**config.mk**
```make
export PLATFORM = sky130hd
export DESIGN_NAME = time_set_ctrl
export DESIGN_NICKNAME = d
export VERILOG_FILES = /design/src/rtl/time_set_ctrl.sv
export SDC_FILE = /design/constraint.sdc
export NUM_CORES = 1
export LEC_CHECK = 0
export ABC_AREA = 1
export ABC_CLOCK_PERIOD_IN_PS = 5500
export BUFFER_PORTS_ARGS = -buffer_cell sky130_fd_sc_hd__buf_2
export CORE_MARGIN = 4
export CORE_UTILIZATION = 40
export DETAILED_ROUTE_END_ITERATION = 7
export PLACE_DENSITY = 0.56
export SLEW_MARGIN = 20
export SYNTH_ARGS = -nofsm -noshare
export SYNTH_HDL_FRONTEND = slang
export SYNTH_SLANG_ARGS = --single-unit
```
**constraint.sdc**
```tcl
create_clock -name clk -period 5.5 [get_ports clk]
set_input_delay 1.1 -clock clk [delete_from_list [all_inputs] [get_ports clk]]
set_output_delay 1.1 -clock clk [all_outputs]
set_load 0.01 [all_outputs]
```
**src/rtl/time_set_ctrl.sv**
```systemverilog
// Time-setting front end for the seconds counter: debounced buttons, snapshot of
// the live count into h/m/s fields, per-field editing with wrap, and load-back.
module time_set_ctrl #(
  parameter int unsigned DEBOUNCE_CYCLES = 2000000,
  parameter int unsigned DB_W            = 21
) (
  input  logic        clk,
  input  logic        rst,
  input  logic        btn_mode,
  input  logic        btn_up,
  input  logic        btn_down,
  input  logic        onehz,
  input  logic [16:0] cur_seconds,
  output logic        setting,
  output logic        load,
  output logic [16:0] load_value,
  output logic [7:0]  blank_mask
);

  typedef enum logic [2:0] {RUN, CONV_H, CONV_M, SET_H, SET_M, SET_S, APPLY} state_t;

  localparam logic [DB_W-1:0] DB_LAST = DB_W'(DEBOUNCE_CYCLES - 1);

  logic [2:0]            btn_raw;
  logic [2:0]            sync1_q, sync2_q;
  logic [2:0]            db_level_q, db_level_d, db_prev_q;
  logic [2:0][DB_W-1:0]  db_cnt_q, db_cnt_d;
  logic [2:0]            press;
  logic                  mode_p, up_p, down_p;

  state_t      state_q, state_d;
  logic [16:0] scratch_q, scratch_d;
  logic [4:0]  hr_q, hr_d;
  logic [5:0]  mn_q, mn_d, sc_q, sc_d;
  logic [16:0] load_value_q, load_value_d;
  logic [7:0]  blank_q, blank_d;

  assign btn_raw = {btn_down, btn_up, btn_mode};

  always_comb begin
    for (int unsigned i = 0; i < 3; i++) begin
      db_level_d[i] = db_level_q[i];
      db_cnt_d[i]   = '0;
      if (sync2_q[i] != db_level_q[i]) begin
        if (db_cnt_q[i] == DB_LAST) db_level_d[i] = sync2_q[i];
        else                        db_cnt_d[i]   = db_cnt_q[i] + DB_W'(1);
      end
    end
  end

  assign press  = db_level_q & ~db_prev_q;
  assign mode_p = press[0];
  assign up_p   = press[1];
  assign down_p = press[2];

  function automatic logic [5:0] step_field(input logic [5:0] v, input logic [5:0] max_v,
                                            input logic inc, input logic dec);
    step_field = v;
    if (inc && !dec)      step_field = (v == max_v) ? 6'd0 : v + 6'd1;
    else if (dec && !inc) step_field = (v == 6'd0) ? max_v : v - 6'd1;
  endfunction

  always_comb begin
    state_d   = state_q;
    scratch_d = scratch_q;
    hr_d      = hr_q;
    mn_d      = mn_q;
    sc_d      = sc_q;
    case (state_q)
      RUN: begin
        if (mode_p) begin
          scratch_d = cur_seconds;
          hr_d      = '0;
          mn_d      = '0;
          sc_d      = '0;
          // Out-of-range counts skip conversion and edit from 00:00:00.
          state_d   = (cur_seconds >= 17'd86400) ? SET_H : CONV_H;
        end
      end
      CONV_H: begin
        if (scratch_q >= 17'd3600) begin
          scratch_d = scratch_q - 17'd3600;
          hr_d      = hr_q + 5'd1;
        end else begin
          state_d = CONV_M;
        end
      end
      CONV_M: begin
        if (scratch_q >= 17'd60) begin
          scratch_d = scratch_q - 17'd60;
          mn_d      = mn_q + 6'd1;
        end else begin
          sc_d    = scratch_q[5:0];
          state_d = SET_H;
        end
      end
      SET_H: begin
        if (mode_p) state_d = SET_M;
        else        hr_d = 5'(step_field({1'b0, hr_q}, 6'd23, up_p, down_p));
      end
      SET_M: begin
        if (mode_p) state_d = SET_S;
        else        mn_d = step_field(mn_q, 6'd59, up_p, down_p);
      end
      SET_S: begin
        if (mode_p) state_d = APPLY;
        else        sc_d = step_field(sc_q, 6'd59, up_p, down_p);
      end
      APPLY:   state_d = RUN;
      default: state_d = RUN;
    endcase
  end

  always_comb begin
    load_value_d = 17'(hr_q) * 17'd3600 + 17'(mn_q) * 17'd60 + 17'(sc_q);
    blank_d      = '0;
    case (state_q)
      SET_H:   blank_d[5:4] = {2{~onehz}};
      SET_M:   blank_d[3:2] = {2{~onehz}};
      SET_S:   blank_d[1:0] = {2{~onehz}};
      default: blank_d      = '0;
    endcase
  end

  always_ff @(posedge clk or negedge rst) begin
    if (!rst) begin
      sync1_q      <= '0;
      sync2_q      <= '0;
      db_level_q   <= '0;
      db_prev_q    <= '0;
      db_cnt_q     <= '0;
      state_q      <= RUN;
      scratch_q    <= '0;
      hr_q         <= '0;
      mn_q         <= '0;
      sc_q         <= '0;
      load_value_q <= '0;
      blank_q      <= '0;
    end else begin
      sync1_q      <= btn_raw;
      sync2_q      <= sync1_q;
      db_level_q   <= db_level_d;
      db_prev_q    <= db_level_q;
      db_cnt_q     <= db_cnt_d;
      state_q      <= state_d;
      scratch_q    <= scratch_d;
      hr_q         <= hr_d;
      mn_q         <= mn_d;
      sc_q         <= sc_d;
      load_value_q <= load_value_d;
      blank_q      <= blank_d;
    end
  end

  assign setting    = (state_q != RUN);
  assign load       = (state_q == APPLY);
  assign load_value = load_value_q;
  assign blank_mask = blank_q;

endmodule

```
Yosys cells after proc, flatten, opt, wreduce, memory -nomap -nowiden
Cells that the tools add are included.
Storage, ports and cells
  register bits: 135
  bits in latches: 0
  memory bits (writable): 0
  bits in read-only memories: 0
  input bits: 23
  output and inout bits: 27
  logic and storage cells: 132
  memories kept: 0
Operators by class
  $add $sub $neg: 14
  $mul: 2
  div/mod/pow operators: 0
  $lt $le $gt $ge: 3
  equal/unequal tests: 29
  shift-type cells: 0
  mux-type cells: 44
  bitwise operators: 3
  reduce and logical (&&, ||, !) cells: 21
Operator list (number)
  $mux W21: 6
  $mux W6: 13
  $add A21 B1 Y21 const B: 3
  $eq A21 B21 Y1 const B: 3
  $mux W17: 3
  $pmux W17 S3: 1
  $pmux W6 S3: 2
  $mux W5: 7
  $ne A2 B2 Y1 const B: 11
  $mux W3: 6
  $pmux W3 S6: 1
  $add A17 B12 Y17: 1
  $add A17 B6 Y17: 1
  $ge A17 B12 Y1 const B: 1
  $ge A17 B17 Y1 const B: 1
  $ge A17 B6 Y1 const B: 1
  $sub A17 B12 Y17 const B: 1
  $sub A17 B6 Y17 const B: 1
  $pmux W5 S3: 1
  $reduce_and A5 Y1: 3
  $reduce_bool A3 Y1: 5
  $mul A5 B8 Y13 const B: 1
  $add A6 B1 Y6 const B: 2
  $eq A6 B6 Y1 const B: 2
  other kinds (22): 39

Longest topological paths before layout
  word-level depth: 8
  gate-level depth with buffers: 22

Worst setup path after synthesis
Ideal clock, no wire load.
  kind: flip-flop to flip-flop
  from: register mn_q[3]
  to: register load_value_q[15], in the netlist load_value[15]
  library setup time: 129 ps
  data arrival time: 3961 ps
  data required time: 5371 ps
  slack: 1410 ps
  stages on the path, launching flop included: 19
  path through: dfrtp_1 inv_1 fa_1 fa_1 inv_1 ha_1 nand2_1 o21ai_0 nand4_1 nand3_1 xor2_1 ha_1 ha_1 inv_1 nor3_1 nand3_1 nand3_1 nand2_1 xor2_1
On the way
  cells in the longest elaborated chain, start to end: 3
RTL lines
  start: declaration: RTL line 34  | logic [5:0] mn_q, mn_d, sc_q, sc_d;
  start signal: assignment: RTL line 148  | mn_q <= mn_d;
  $mul A6 B4 Y10: RTL line 115  | load_value_d = 17'(hr_q) * 17'd3600 + 17'(mn_q) * 17'd60 + 17'(sc_q);
  $add A17 B12 Y17: RTL line 115
  $add A17 B6 Y17: RTL line 115
  via load_value_d[15]: RTL line 35  | logic [16:0] load_value_q, load_value_d;
  end signal: assignment: RTL line 150  | load_value_q <= load_value_d;
  end: declaration: RTL line 35
The timed path passes the listed nets, and every way through them passes these cells.
A chain may end at the register's enable or synchronous reset.

Worst setup path after layout
  from: register mn_q[3]
  to: register load_value_q[16], in the netlist load_value[16]
Same word-level chain as after synthesis.

==> flow_metrics.py <==
metrics = {
    "status": {
        "outcome": "completed",
    },
    "power": {
        "vdd_drop_max_mv": 0.168,
        "netSwitchingFraction_pct": 23.9,
        "power.combinational.fraction_pct": 2.4,
        "power_per_cell_area_mw_per_mm2": 204,
        "power_frac_clock_pct": 52.6,
        "seqPwrFrac_pct": 45.0,
        "design_power_total_mw": 2.19,
        "p_leak_nw": 5.23,
        "netSwitchingPower_mw": 0.522,
        "power_report.internal_total_mw": 1.67,
    },
    "placed_design": {
        "placed_cells_incl_taps": 1659,
        "hpwl_um": 16800,
        "gp_congestion": 0.874,
        "buffer_ports.inserted": 47,
        "pre_cts_slack_ns": 0.975,
        "placedInstanceArea_sq_mm": 0.0102,
    },
    "sta": {
        "finalClockSkew_ns": 0.0118,
        "timing.setup.tns_ns": 0,
        "worst_pin_slew_ns": 0.886,
        "final.hold.worst_slack_ns": 0.358,
        "finalWorstSetupSlack_ns": 0.925,
        "final-max-slew-violation-count": 0,
        "final_hold_viol_count": 0,
        "maxSlewHeadroom_pct": 41.0,
        "max_clock_freq_ghz": 0.219,
        "finalSetupViolations": 0,
        "period_minus_slack_ns": 4.58,
        "grt_setup_unrepaired": "false",
        "period_share_pct": 83.2,
    },
    "layout": {
        "top_library_cells_by_usage_in_the_layout_fill_and_taps_aside": "sky130_fd_sc_hd__nand2_1, sky130_fd_sc_hd__inv_1, sky130_fd_sc_hd__nor2_1, sky130_fd_sc_hd__dfrtp_1, sky130_fd_sc_hd__nand3_1",
        "final_core_util_pct": 45.5,
        "antenna_cells": 0,
        "syn2layout_area_growth_pct": 11.5,
        "layout.nets": 1475,
        "mostFrequentLayoutCell": "sky130_fd_sc_hd__nand2_1",
        "fin_area_sq_mm": 0.0107,
        "instances_no_fill": 1691,
        "drive_above_1_share_pct": 8.75,
    },
    "critical_path": {
        "worstPathCellList": "inv_1 > fa_1 > fa_1 > inv_1 > ha_1 > nand2_1 > o21ai_0 > nand4_1 > nand3_1 > xor2_1 > ha_1 > ha_1 > nand2_1 > nor3_1 > nand3_1 > nand3_1 > nand2_1 > nand2_1 > nand2_1",
        "class_of_the_most_critical_setup_path": "reg -> reg",
        "cp_data_required_time_ns": 5.82,
        "crit_path_start_kind": "flip-flop",
        "worst_ep_arrival_time_ns": 4.90,
        "critPathMostFrequentCell": "sky130_fd_sc_hd__nand2_1",
        "max_stage_delay_ns": 0.51,
        "path_max_fanout": 9,
        "worst_setup_ep_type": "flip-flop",
        "critical-path-slowest-cell": "sky130_fd_sc_hd__fa_1",
    },
    "yosys": {
        "synthCells": 1311,
        "synth_xor_xnor_area_share_pct": 4.54,
        "synth_compound_gate_area_share_pct": 8.23,
        "ys_warn_count": 0,
        "synth_seq_area_share_pct": 34.3,
        "synthesis.area_per_instance_sq_um": 7.35,
        "synth_top_family_by_area": "simple AND/OR/NAND/NOR gates",
        "muxShareOfSynthArea_pct": 0,
        "synth-simple-area-share_pct": 31.6,
        "synth_cell_types": 42,
        "ys_seq_elements": 132,
        "yosys.area_share.adder_pct": 13.2,
        "synth_area_sq_mm": 0.00964,
    },
    "grt": {
        "antenna_found_initial": 0,
        "globalRouteMet2Util_pct": 27.5,
        "grt.total_usage_pct": 17.6,
        "grt_max_degree": 97,
        "grt_pass1_wl_um": 38300,
        "globalRouteOverflowTotal": 0,
        "gr-usage-met3_pct": 3.00,
        "grt-busiest-layer": "met2",
        "gr-usage-met1_pct": 25.1,
        "grt_pass1_vias": 7849,
    },
    "cts": {
        "ctsRootBufferMaster": "sky130_fd_sc_hd__clkbuf_16",
        "cts_tree": "done",
        "numCtsBuffers": 17,
        "htree_levels": 4,
        "cts_hold_buf": 0,
        "cts_max_path_buffers": 2,
        "post_cts.repair.setup_buffers": 0,
        "cts_sink_cnt": 132,
        "clk_transition_reported_paths_ns": 0.07,
        "clock_latency_ns": 0.43,
        "cts-resized-gates": 0,
    },
    "die": {
        "rows": 56,
        "io_pins": 50,
        "placeableCoreArea_sq_mm": 0.0236,
        "initial_core_util_pct": 40.8,
        "design.die.area_sq_mm": 0.0266,
        "die_height_um": 163,
        "die-width_um": 163,
    },
    "route": {
        "drtAntennaViolNets": 0,
        "drtIter0Drc": 646,
        "vias_post_dr": 8360,
        "viasPerCell": 4.94,
        "postRouteWirelength_um": 22600,
        "detail_route.wl_per_cell_um": 13.4,
        "drt_pass1_iterations": 5,
        "post-route-drc-count": 0,
    },
    "min_path": {
        "timing.hold.worst.class": "reg -> reg",
    },
    "run": {
        "number_of_max_capacitance_violations_reported": 0,
    },
}
[flip-flops by register name, summed over array words and instances (netlist names)]
name,count
db_cnt_q,63
load_value,17
scratch_q,17
mn_q,6
sc_q,6
hr_q,5
blank_mask,3
db_level_q,3
db_prev_q,3
state_q,3
sync1_q,3
sync2_q,3
[cell families (layout without fill, tap and decap cells)]
group,count (synthesis),count (layout)
xor+xnor,50,50
simple gates,689,689
compound gates,152,152
fa+ha+maj,93,93
other cells,1,2
buf+inv,194,254
flops,132,132
[Yosys cell counts]
cell / count / area [sq um]
sky130_fd_sc_hd__nor3b_1: 11 / 82.6
sky130_fd_sc_hd__nor3_2: 1 / 10.0
sky130_fd_sc_hd__fa_1: 14 / 280
sky130_fd_sc_hd__nand2_2: 6 / 37.5
sky130_fd_sc_hd__a22oi_1: 1 / 7.51
sky130_fd_sc_hd__nand4_1: 24 / 150
sky130_fd_sc_hd__dfrtp_1: 132 / 3300
sky130_fd_sc_hd__nand2_4: 1 / 11.3
sky130_fd_sc_hd__nor2_2: 7 / 43.8
sky130_fd_sc_hd__nor4_1: 6 / 37.5
sky130_fd_sc_hd__o22ai_1: 1 / 6.26
sky130_fd_sc_hd__o21ai_0: 75 / 375
sky130_fd_sc_hd__buf_6: 2 / 22.5
sky130_fd_sc_hd__buf_4: 8 / 60.1
sky130_fd_sc_hd__a21oi_1: 55 / 275
sky130_fd_sc_hd__nor2_1: 140 / 526
sky130_fd_sc_hd__xor2_1: 29 / 254
sky130_fd_sc_hd__o21ai_2: 1 / 8.76
sky130_fd_sc_hd__conb_1: 1 / 3.75
sky130_fd_sc_hd__buf_2: 5 / 25.0
sky130_fd_sc_hd__nand3_4: 1 / 17.5
sky130_fd_sc_hd__o211ai_1: 2 / 15.0
sky130_fd_sc_hd__nand2_1: 318 / 1190
sky130_fd_sc_hd__o21ai_1: 6 / 30.0
sky130_fd_sc_hd__a31oi_1: 7 / 43.8
sky130_fd_sc_hd__inv_2: 8 / 30.0
sky130_fd_sc_hd__xnor2_1: 21 / 184
sky130_fd_sc_hd__or3_1: 1 / 6.26
sky130_fd_sc_hd__inv_1: 166 / 623
sky130_fd_sc_hd__a21boi_0: 1 / 7.51
sky130_fd_sc_hd__and3_1: 2 / 12.5
sky130_fd_sc_hd__or2_2: 10 / 62.6
sky130_fd_sc_hd__nor2_4: 4 / 45.0
sky130_fd_sc_hd__a22o_1: 1 / 8.76
sky130_fd_sc_hd__clkbuf_1: 4 / 15.0
sky130_fd_sc_hd__clkbuf_2: 1 / 5.00
sky130_fd_sc_hd__nand3_1: 108 / 541
sky130_fd_sc_hd__ha_1: 79 / 988
sky130_fd_sc_hd__nand3_2: 3 / 30.0
sky130_fd_sc_hd__nor3_1: 41 / 205
sky130_fd_sc_hd__nand3b_1: 5 / 37.5
sky130_fd_sc_hd__o21a_1: 2 / 15.0
[layer usage]
metal | up-vias | routed length [um]
met5 | - | 0
met4 | 0 | 325
li1 | 4340 | -
met1 | 3870 | 11400
met2 | 128 | 10300
met3 | 22 | 670
[final timing paths]
kind	from	to	slack, ns	cells after the start
worst min register to register	sync1_q[2]	sync2_q[2]	0.36	0
worst max-delay path	mn_q[3]	load_value[16]	0.92	19
min in group asynchronous	rst	db_cnt_q[14]	0.74	1
worst max register to register	mn_q[3]	load_value[16]	0.92	19
max in group asynchronous	rst	mn_q[2]	3.68	2
worst min-delay path	sync1_q[2]	sync2_q[2]	0.36	0
[power groups by stage]
stage | sequential (mW) | clock [mW] | combinational (mW)
CTS | 0.984 | 1.19 | 0.0557
global route | 0.984 | 1.23 | 0.0621
finish | 0.984 | 1.15 | 0.0526
detailed placement | 1.00 | 0 | 0.0554
floorplan | 1.00 | 0 | 0.0202
global placement | 1.00 | 0 | 0.0553
[final cells by class]
| class | instances | area, sq um |
|---|---|---|
| fill | 2407 | 12900 |
| multi-input combinational | 986 | 5560 |
| inverter | 174 | 653 |
| sequential | 132 | 3300 |
| tap | 319 | 399 |
| clock inverter | 13 | 149 |
| clock buffer | 19 | 433 |
| timing repair buffer | 48 | 249 |
[critical path: cells and delay by family (launching register included)]
family                     cells  cell delay, ns
AOI/OAI and AO/OA              1            0.33
adders and majority gates      5            1.97
xor gates and xnor gates       1            0.23
buffers and inverters          2            0.38
and+or+nand+nor               10            1.07
DFF                            1            0.48
No activity file was read; power rests on OpenSTA's default activity.
